--- config.mk ---
export PLATFORM = sky130hd
export DESIGN_NAME = note_mixer
export DESIGN_NICKNAME = d
export VERILOG_FILES = /design/src/rtl/note_mixer.sv
export SDC_FILE = /design/constraint.sdc
export NUM_CORES = 1
export LEC_CHECK = 0
export ABC_CLOCK_PERIOD_IN_PS = 4960
export BUFFER_PORTS_ARGS = -buffer_cell sky130_fd_sc_hd__buf_2
export CAP_MARGIN = 20
export CORE_AREA = 8 8 109 71
export CTS_BUF_LIST = sky130_fd_sc_hd__clkbuf_4 sky130_fd_sc_hd__clkbuf_8 sky130_fd_sc_hd__clkbuf_16
export CTS_CLUSTER_DIAMETER = 120
export DETAILED_ROUTE_END_ITERATION = 6
export DIE_AREA = 0 0 117 79
export PLACE_DENSITY = 0.68
export SLEW_MARGIN = 30
export SYNTH_ARGS = -nofsm -noshare
export SYNTH_HDL_FRONTEND = slang
export SYNTH_SLANG_ARGS = --single-unit
--- constraint.sdc ---
create_clock -name baseclk -period 4.96 [get_ports baseclk]
set_input_delay 0.496 -clock baseclk [delete_from_list [all_inputs] [get_ports baseclk]]
set_output_delay 0.496 -clock baseclk [all_outputs]
set_load 0.005 [all_outputs]
--- src/rtl/note_mixer.sv ---
// note_mixer: volume-weighted mix of NCH 1-bit waves, delta-sigma modulated onto the buzzer pin.
// Latency: wave_in/mute reach level at the next sample tick (<= SDIV+1 cycles); buzzerout follows level one cycle later.
// Backpressure: none; volume writes are accepted every cycle. NOTE_MIXER_RAMP_EN enables per-tick volume ramping.
module note_mixer #(
    parameter int NCH  = 4,
    parameter int VOLW = 4,
    parameter int SDIV = 16
) (
    input  logic            baseclk,
    input  logic            asyncrst_n,
    input  logic [NCH-1:0]  wave_in,
    input  logic [NCH-1:0]  mute,
    input  logic            vol_we,
    input  logic [3:0]      vol_wsel,
    input  logic [VOLW-1:0] vol_wdata,
    output logic            buzzerout,
    output logic [VOLW+3:0] level,
    output logic            sample_tick
);
    localparam int              LW   = VOLW + 4;
    localparam logic [VOLW-1:0] VMAX = {VOLW{1'b1}};
    localparam logic [LW-1:0]   FULL = LW'(NCH * ((1 << VOLW) - 1));
    localparam logic [15:0]     TMAX = 16'(SDIV - 1);

    logic [NCH-1:0]  wave_q;
    logic [15:0]     tick_cnt;
    logic [LW-1:0]   acc;
    logic [LW-1:0]   mix_sum;
    logic [LW:0]     err;
    logic [VOLW-1:0] vol_tgt [NCH];
    logic [VOLW-1:0] vol_eff [NCH];

    assign sample_tick = (tick_cnt == TMAX);

    always_ff @(posedge baseclk or negedge asyncrst_n) begin
        if (!asyncrst_n) begin
            tick_cnt <= '0;
        end else if (sample_tick) begin
            tick_cnt <= '0;
        end else begin
            tick_cnt <= tick_cnt + 16'd1;
        end
    end

    // NCH*(2^VOLW-1) < 2^(VOLW+4) for NCH<=16, so the sum never overflows LW bits.
    always_comb begin
        mix_sum = '0;
        for (int k = 0; k < NCH; k++) begin
            if (wave_q[k] && !mute[k]) begin
                mix_sum = mix_sum + LW'(vol_eff[k]);
            end
        end
    end

    // Selects >= NCH match no channel, so such writes leave all state untouched.
    always_ff @(posedge baseclk or negedge asyncrst_n) begin
        if (!asyncrst_n) begin
            for (int k = 0; k < NCH; k++) begin
                vol_tgt[k] <= VMAX;
            end
        end else if (vol_we) begin
            for (int k = 0; k < NCH; k++) begin
                if (vol_wsel == 4'(k)) begin
                    vol_tgt[k] <= vol_wdata;
                end
            end
        end
    end

`ifdef NOTE_MIXER_RAMP_EN
    // One LSB per tick toward target; the mix in the same tick sees the pre-step value.
    always_ff @(posedge baseclk or negedge asyncrst_n) begin
        if (!asyncrst_n) begin
            for (int k = 0; k < NCH; k++) begin
                vol_eff[k] <= VMAX;
            end
        end else if (sample_tick) begin
            for (int k = 0; k < NCH; k++) begin
                if (vol_eff[k] < vol_tgt[k]) begin
                    vol_eff[k] <= vol_eff[k] + 1'b1;
                end else if (vol_eff[k] > vol_tgt[k]) begin
                    vol_eff[k] <= vol_eff[k] - 1'b1;
                end
            end
        end
    end
`else
    assign vol_eff = vol_tgt;
`endif

    assign err = {1'b0, acc} + {1'b0, level};

    // First-order delta-sigma: acc stays below FULL, so high density is exactly level/FULL.
    always_ff @(posedge baseclk or negedge asyncrst_n) begin
        if (!asyncrst_n) begin
            wave_q    <= '0;
            level     <= '0;
            acc       <= '0;
            buzzerout <= 1'b0;
        end else begin
            wave_q <= wave_in;
            if (sample_tick) begin
                level <= mix_sum;
            end
            if (err >= {1'b0, FULL}) begin
                buzzerout <= 1'b1;
                acc       <= LW'(err - {1'b0, FULL});
            end else begin
                buzzerout <= 1'b0;
                acc       <= LW'(err);
            end
        end
    end

endmodule

==> impl_results.html <==
<table>
<tr><th>Metric</th><th>Value</th></tr>
<tr><th colspan="2">Status</th></tr>
<tr><td>Run status</td><td>finished clean</td></tr>
<tr><th colspan="2">Routing</th></tr>
<tr><td>Vias per Instance</td><td>4.901</td></tr>
<tr><td>Count of antenna-violating nets left after detailed routing</td><td>0</td></tr>
<tr><td>Met1 layer wirelength in the final routing</td><td>2989 µm</td></tr>
<tr><td>Routed length on met2</td><td>2264 µm</td></tr>
<tr><td># DRC</td><td>0</td></tr>
<tr><td>Met3 layer wire length in the routed design</td><td>301 µm</td></tr>
<tr><td>Total via count after detailed routing</td><td>1931</td></tr>
<tr><td>Final WL</td><td>5602 µm</td></tr>
<tr><td>Routed wire length per instance</td><td>14.22 µm</td></tr>
<tr><td>Number of optimization iterations in the first detailed-route pass</td><td>4</td></tr>
<tr><td>Initial DRC count</td><td>85</td></tr>
<tr><td>Top layer in use</td><td>met4</td></tr>
<tr><th colspan="2">Synth</th></tr>
<tr><td>Most common library cells after synthesis</td><td>dfrtp_1, nand2_1, ha_1, xnor2_1</td></tr>
<tr><td>Synthesis-stage register bit count</td><td>52</td></tr>
<tr><td>Total nets after synthesis</td><td>318</td></tr>
<tr><td>Most frequent cell after synthesis</td><td>dfrtp_1</td></tr>
<tr><td>Share of the synthesized area in the top cell type</td><td>0.3050</td></tr>
<tr><td>Seq/Total Area, Yosys</td><td>0.4473</td></tr>
<tr><td>Synth warnings</td><td>0</td></tr>
<tr><td>Number of enable flip-flop cells after synthesis</td><td>0</td></tr>
<tr><td>FFs w/ async S/R, synth</td><td>1.000</td></tr>
<tr><td>Post-Synthesis Cells</td><td>275</td></tr>
<tr><td>Dominant register cell in the synthesized netlist</td><td>dfrtp_1</td></tr>
<tr><td>Area of the mapped netlist</td><td>0.002954 mm²</td></tr>
<tr><td>Cell type with the largest total area after synthesis</td><td>dfrtp_1</td></tr>
<tr><td>Unique masters post-synth</td><td>46</td></tr>
<tr><td>Average footprint of a synthesized cell</td><td>10.74 µm²</td></tr>
<tr><td>Largest cells by area after synthesis</td><td>dfrtp_1, dfstp_2, ha_1</td></tr>
<tr><th colspan="2">STA</th></tr>
<tr><td>Highest clock rate</td><td>0.2625 GHz</td></tr>
<tr><td>Setup TNS after final layout</td><td>0 ns</td></tr>
<tr><td>Setup repair after global routing missed its margin</td><td>false</td></tr>
<tr><td>Slew HR</td><td>0.5472</td></tr>
<tr><td>Worst setup skew after layout</td><td>0.01149 ns</td></tr>
<tr><td>Crit share post-route</td><td>0.7681</td></tr>
<tr><td>Final number of setup-violating endpoints</td><td>0</td></tr>
<tr><td>Worst path setup slack after routing</td><td>1.150 ns</td></tr>
<tr><td>Slew @ Worst Pin</td><td>0.6777 ns</td></tr>
<tr><td>Total count of hold-check failures in the final report</td><td>0</td></tr>
<tr><td>Pins Over Slew Limit</td><td>0</td></tr>
<tr><td>Minimum clock period after layout</td><td>3.810 ns</td></tr>
<tr><th colspan="2">Finish</th></tr>
<tr><td>Fraction of final layout cells with drive strength greater than 1</td><td>0.2476</td></tr>
<tr><td>Layout-stage area growth over the synthesis result</td><td>11.56%</td></tr>
<tr><td>Post-route standard cell area excluding fillers</td><td>0.003296 mm²</td></tr>
<tr><td>Number of antenna cells inserted</td><td>0</td></tr>
<tr><td>Final std cells w/o fill</td><td>394</td></tr>
<tr><td>Final #Nets</td><td>349</td></tr>
<tr><th colspan="2">Pwr</th></tr>
<tr><td>Total power draw</td><td>1.549 mW</td></tr>
<tr><td>Power density normalized to cell area</td><td>469.9 mW/mm²</td></tr>
<tr><td>Worst ir drop on vdd</td><td>0.0002050 V</td></tr>
<tr><td>Leak</td><td>1.539 nW</td></tr>
<tr><th colspan="2">Setup path</th></tr>
<tr><td>Launching element type of the critical path</td><td>flip-flop</td></tr>
<tr><td>Top fanout value on the critical path</td><td>3</td></tr>
<tr><td>Endpoint arrival time on the critical path</td><td>3.99 ns</td></tr>
<tr><td>Crit path buffers/inverters</td><td>2</td></tr>
<tr><td>Worst setup path class</td><td>flip-flop to flip-flop</td></tr>
<tr><td>Cell with the biggest individual delay on the critical path</td><td>fa_1</td></tr>
<tr><td>Type of destination of the critical path</td><td>flip-flop</td></tr>
<tr><td>Req. time, crit path</td><td>5.14 ns</td></tr>
<tr><td>Cells along the critical path</td><td>nor2b_1 -&gt; nand2_1 -&gt; inv_1 -&gt; ha_1 -&gt; inv_1 -&gt; fa_1 -&gt; o21ai_0 -&gt; ha_1 -&gt; a21o_1 -&gt; a21oi_1 -&gt; xnor2_1 -&gt; mux2_2 -&gt; ha_1 -&gt; nor2b_1 -&gt; o21ai_0 -&gt; xnor2_1 -&gt; o21ai_0</td></tr>
<tr><td>Critical path's top delay family</td><td>adder cells</td></tr>
<tr><td>Peak per-stage delay on the critical path</td><td>0.41 ns</td></tr>
<tr><th colspan="2">CTS</th></tr>
<tr><td>Number of gates given a new drive strength after cts</td><td>0</td></tr>
<tr><td>Buffer type at the clock tree root</td><td>clkbuf_8</td></tr>
<tr><td>Clock transition time at the flip-flop clock pins of the worst setup and hold paths</td><td>0.10 ns</td></tr>
<tr><td>Longest Clk Path Bufs</td><td>2</td></tr>
<tr><td>TritonCTS buffer count</td><td>5</td></tr>
<tr><td>H-tree levels</td><td>2</td></tr>
<tr><td>Sink Count</td><td>52</td></tr>
<tr><td>Clock tree from TritonCTS</td><td>yes</td></tr>
<tr><td>Post-CTS setup buffer count</td><td>0</td></tr>
<tr><td>Number of buffers added to fix hold violations after cts</td><td>0</td></tr>
<tr><td>Clock insertion delay at the later pin of the skew report</td><td>0.31 ns</td></tr>
<tr><th colspan="2">Placed design</th></tr>
<tr><td>Worst slack at placement</td><td>0.8992 ns</td></tr>
<tr><td>Placed cell count</td><td>386</td></tr>
<tr><td>Gpl congestion</td><td>0.8187</td></tr>
<tr><td>Port Buffers</td><td>27</td></tr>
<tr><td>Dpl hpwl</td><td>4246 µm</td></tr>
<tr><td>Post-DP Area</td><td>0.003186 mm²</td></tr>
<tr><th colspan="2">GRT</th></tr>
<tr><td>Via count of the first global-routing pass</td><td>1910</td></tr>
<tr><td>Overall track demand over capacity in global routing</td><td>0.1307</td></tr>
<tr><td>Wire length of the first global-routing pass</td><td>9370 µm</td></tr>
<tr><td>Maximum number of pins on one net before global-route repair</td><td>53</td></tr>
<tr><td>Gr ovfl total</td><td>0</td></tr>
<tr><td>Number of antenna violations at the first check in global routing</td><td>0</td></tr>
<tr><th colspan="2">Worst hold path</th></tr>
<tr><td>Hold WC Path Type</td><td>input pin to asynchronous set/reset pin</td></tr>
<tr><th colspan="2">Floorplan</th></tr>
<tr><td>Std-Cell Rows</td><td>23</td></tr>
<tr><td>Die ar.</td><td>0.009243 mm²</td></tr>
<tr><td>Die Height</td><td>79 µm</td></tr>
<tr><td>Core Box Area</td><td>0.006274 mm²</td></tr>
<tr><td>Die width</td><td>117 µm</td></tr>
<tr><td>Starting Density</td><td>0.4709</td></tr>
<tr><td>IO Count</td><td>29</td></tr>
<tr><th colspan="2">Job</th></tr>
<tr><td>Number of max-cap violations</td><td>0</td></tr>
</table>
per-stage QoR:
step	utilization	hold WS [ns]
after floorplan	-	0.2004
after global placement	0.5078	0.4582
after detailed placement	0.5078	0.4652
after CTS	0.5253	0.2714
after global routing	0.5253	0.2723
final	0.5253	0.2809
logic make-up (layout without fill, tap and decap cells):
kind of cell               after synthesis  count (layout)  synth area share
adders and majority gates               25              25            0.1152
other                                    1               1          0.001269
xor gates and xnor gates                33              33            0.1004
DFF                                     52              52            0.4473
muxes                                   22              22           0.08386
and+or+nand+nor                         85              85            0.1432
buffers and inverters                   16              48           0.02202
AOI/OAI and AO/OA                       41              41           0.08683
placed cells by master (no fill, tap or decap), types with 4 or more instances in the layout:
cell type   n
and3_1      5
o21ai_0    17
nand2b_1    5
mux2_2     18
clkbuf_8    5
ha_1       20
a21o_1      4
nor2b_1     7
buf_2      27
and2_1      4
fa_1        4
xnor2_1    19
nand2_1    26
a21oi_1     7
nand3_1     4
nor2_1     18
dfrtp_1    36
inv_1      12
xor2_1     13
dfstp_2    16
worst reg2reg max path, cell delays in order, from the launching register on:
cell and delay, ns:
dfrtp_1 0.36, nor2b_1 0.18, nand2_1 0.09, inv_1 0.06, ha_1 0.15, inv_1 0.05
fa_1 0.41, o21ai_0 0.36, ha_1 0.31, a21o_1 0.16, a21oi_1 0.21, xnor2_1 0.09
mux2_2 0.27, ha_1 0.31, nor2b_1 0.13, o21ai_0 0.27, xnor2_1 0.16, o21ai_0 0.10
final timing paths:
kind | slack (ns) | cells after the start | to | start
setup reg to reg | 1.15 | 17 | level[4]$_DFFE_PN0P_ | wave_q[0]$_DFF_PN0_
hold reg to reg | 0.48 | 1 | tick_cnt[0]$_DFF_PN0_ | tick_cnt[0]$_DFF_PN0_
max in group asynchronous | 4.23 | 2 | wave_q[2]$_DFF_PN0_ | asyncrst_n
hold / removal | 0.28 | 2 | tick_cnt[10]$_DFF_PN0_ | asyncrst_n
setup / recovery | 1.15 | 17 | level[4]$_DFFE_PN0P_ | wave_q[0]$_DFF_PN0_
min in group baseclk | 0.28 | 1 | wave_q[3]$_DFF_PN0_ | wave_in[3]
layout make-up:
cell class | instances | area [µm²]
Multi-Input combinational cell | 207 | 1568
Timing Repair Buffer | 28 | 142.6
Tap cell | 87 | 108.9
Inverter | 12 | 45.04
Fill cell | 564 | 2978
Clock buffer | 7 | 101.3
Clock inverter | 1 | 8.758
Sequential cell | 52 | 1321
power by group:
part	internal (mW)	switching, mW	total [mW]	leakage (nW)
Clock	0.138	0.149	0.287	0.0574
Combinational	0.328	0.356	0.684	0.845
Sequential	0.533	0.0450	0.578	0.636
flip-flops by register name, summed over array words and instances (netlist names):
| signal | flops |
|---|---|
| tick_cnt | 16 |
| vol_eff | 16 |
| acc | 8 |
| level | 7 |
| wave_q | 4 |
| buzzerout | 1 |
per-layer routing:
metal | track usage | vias to the layer above
li1 | - | 999
met4 | 0.03431 | 0
met3 | 0.03104 | 5
met1 | 0.1935 | 903
met2 | 0.1856 | 24
met5 | 0 | -
No activity file was read; power rests on OpenSTA's default activity.
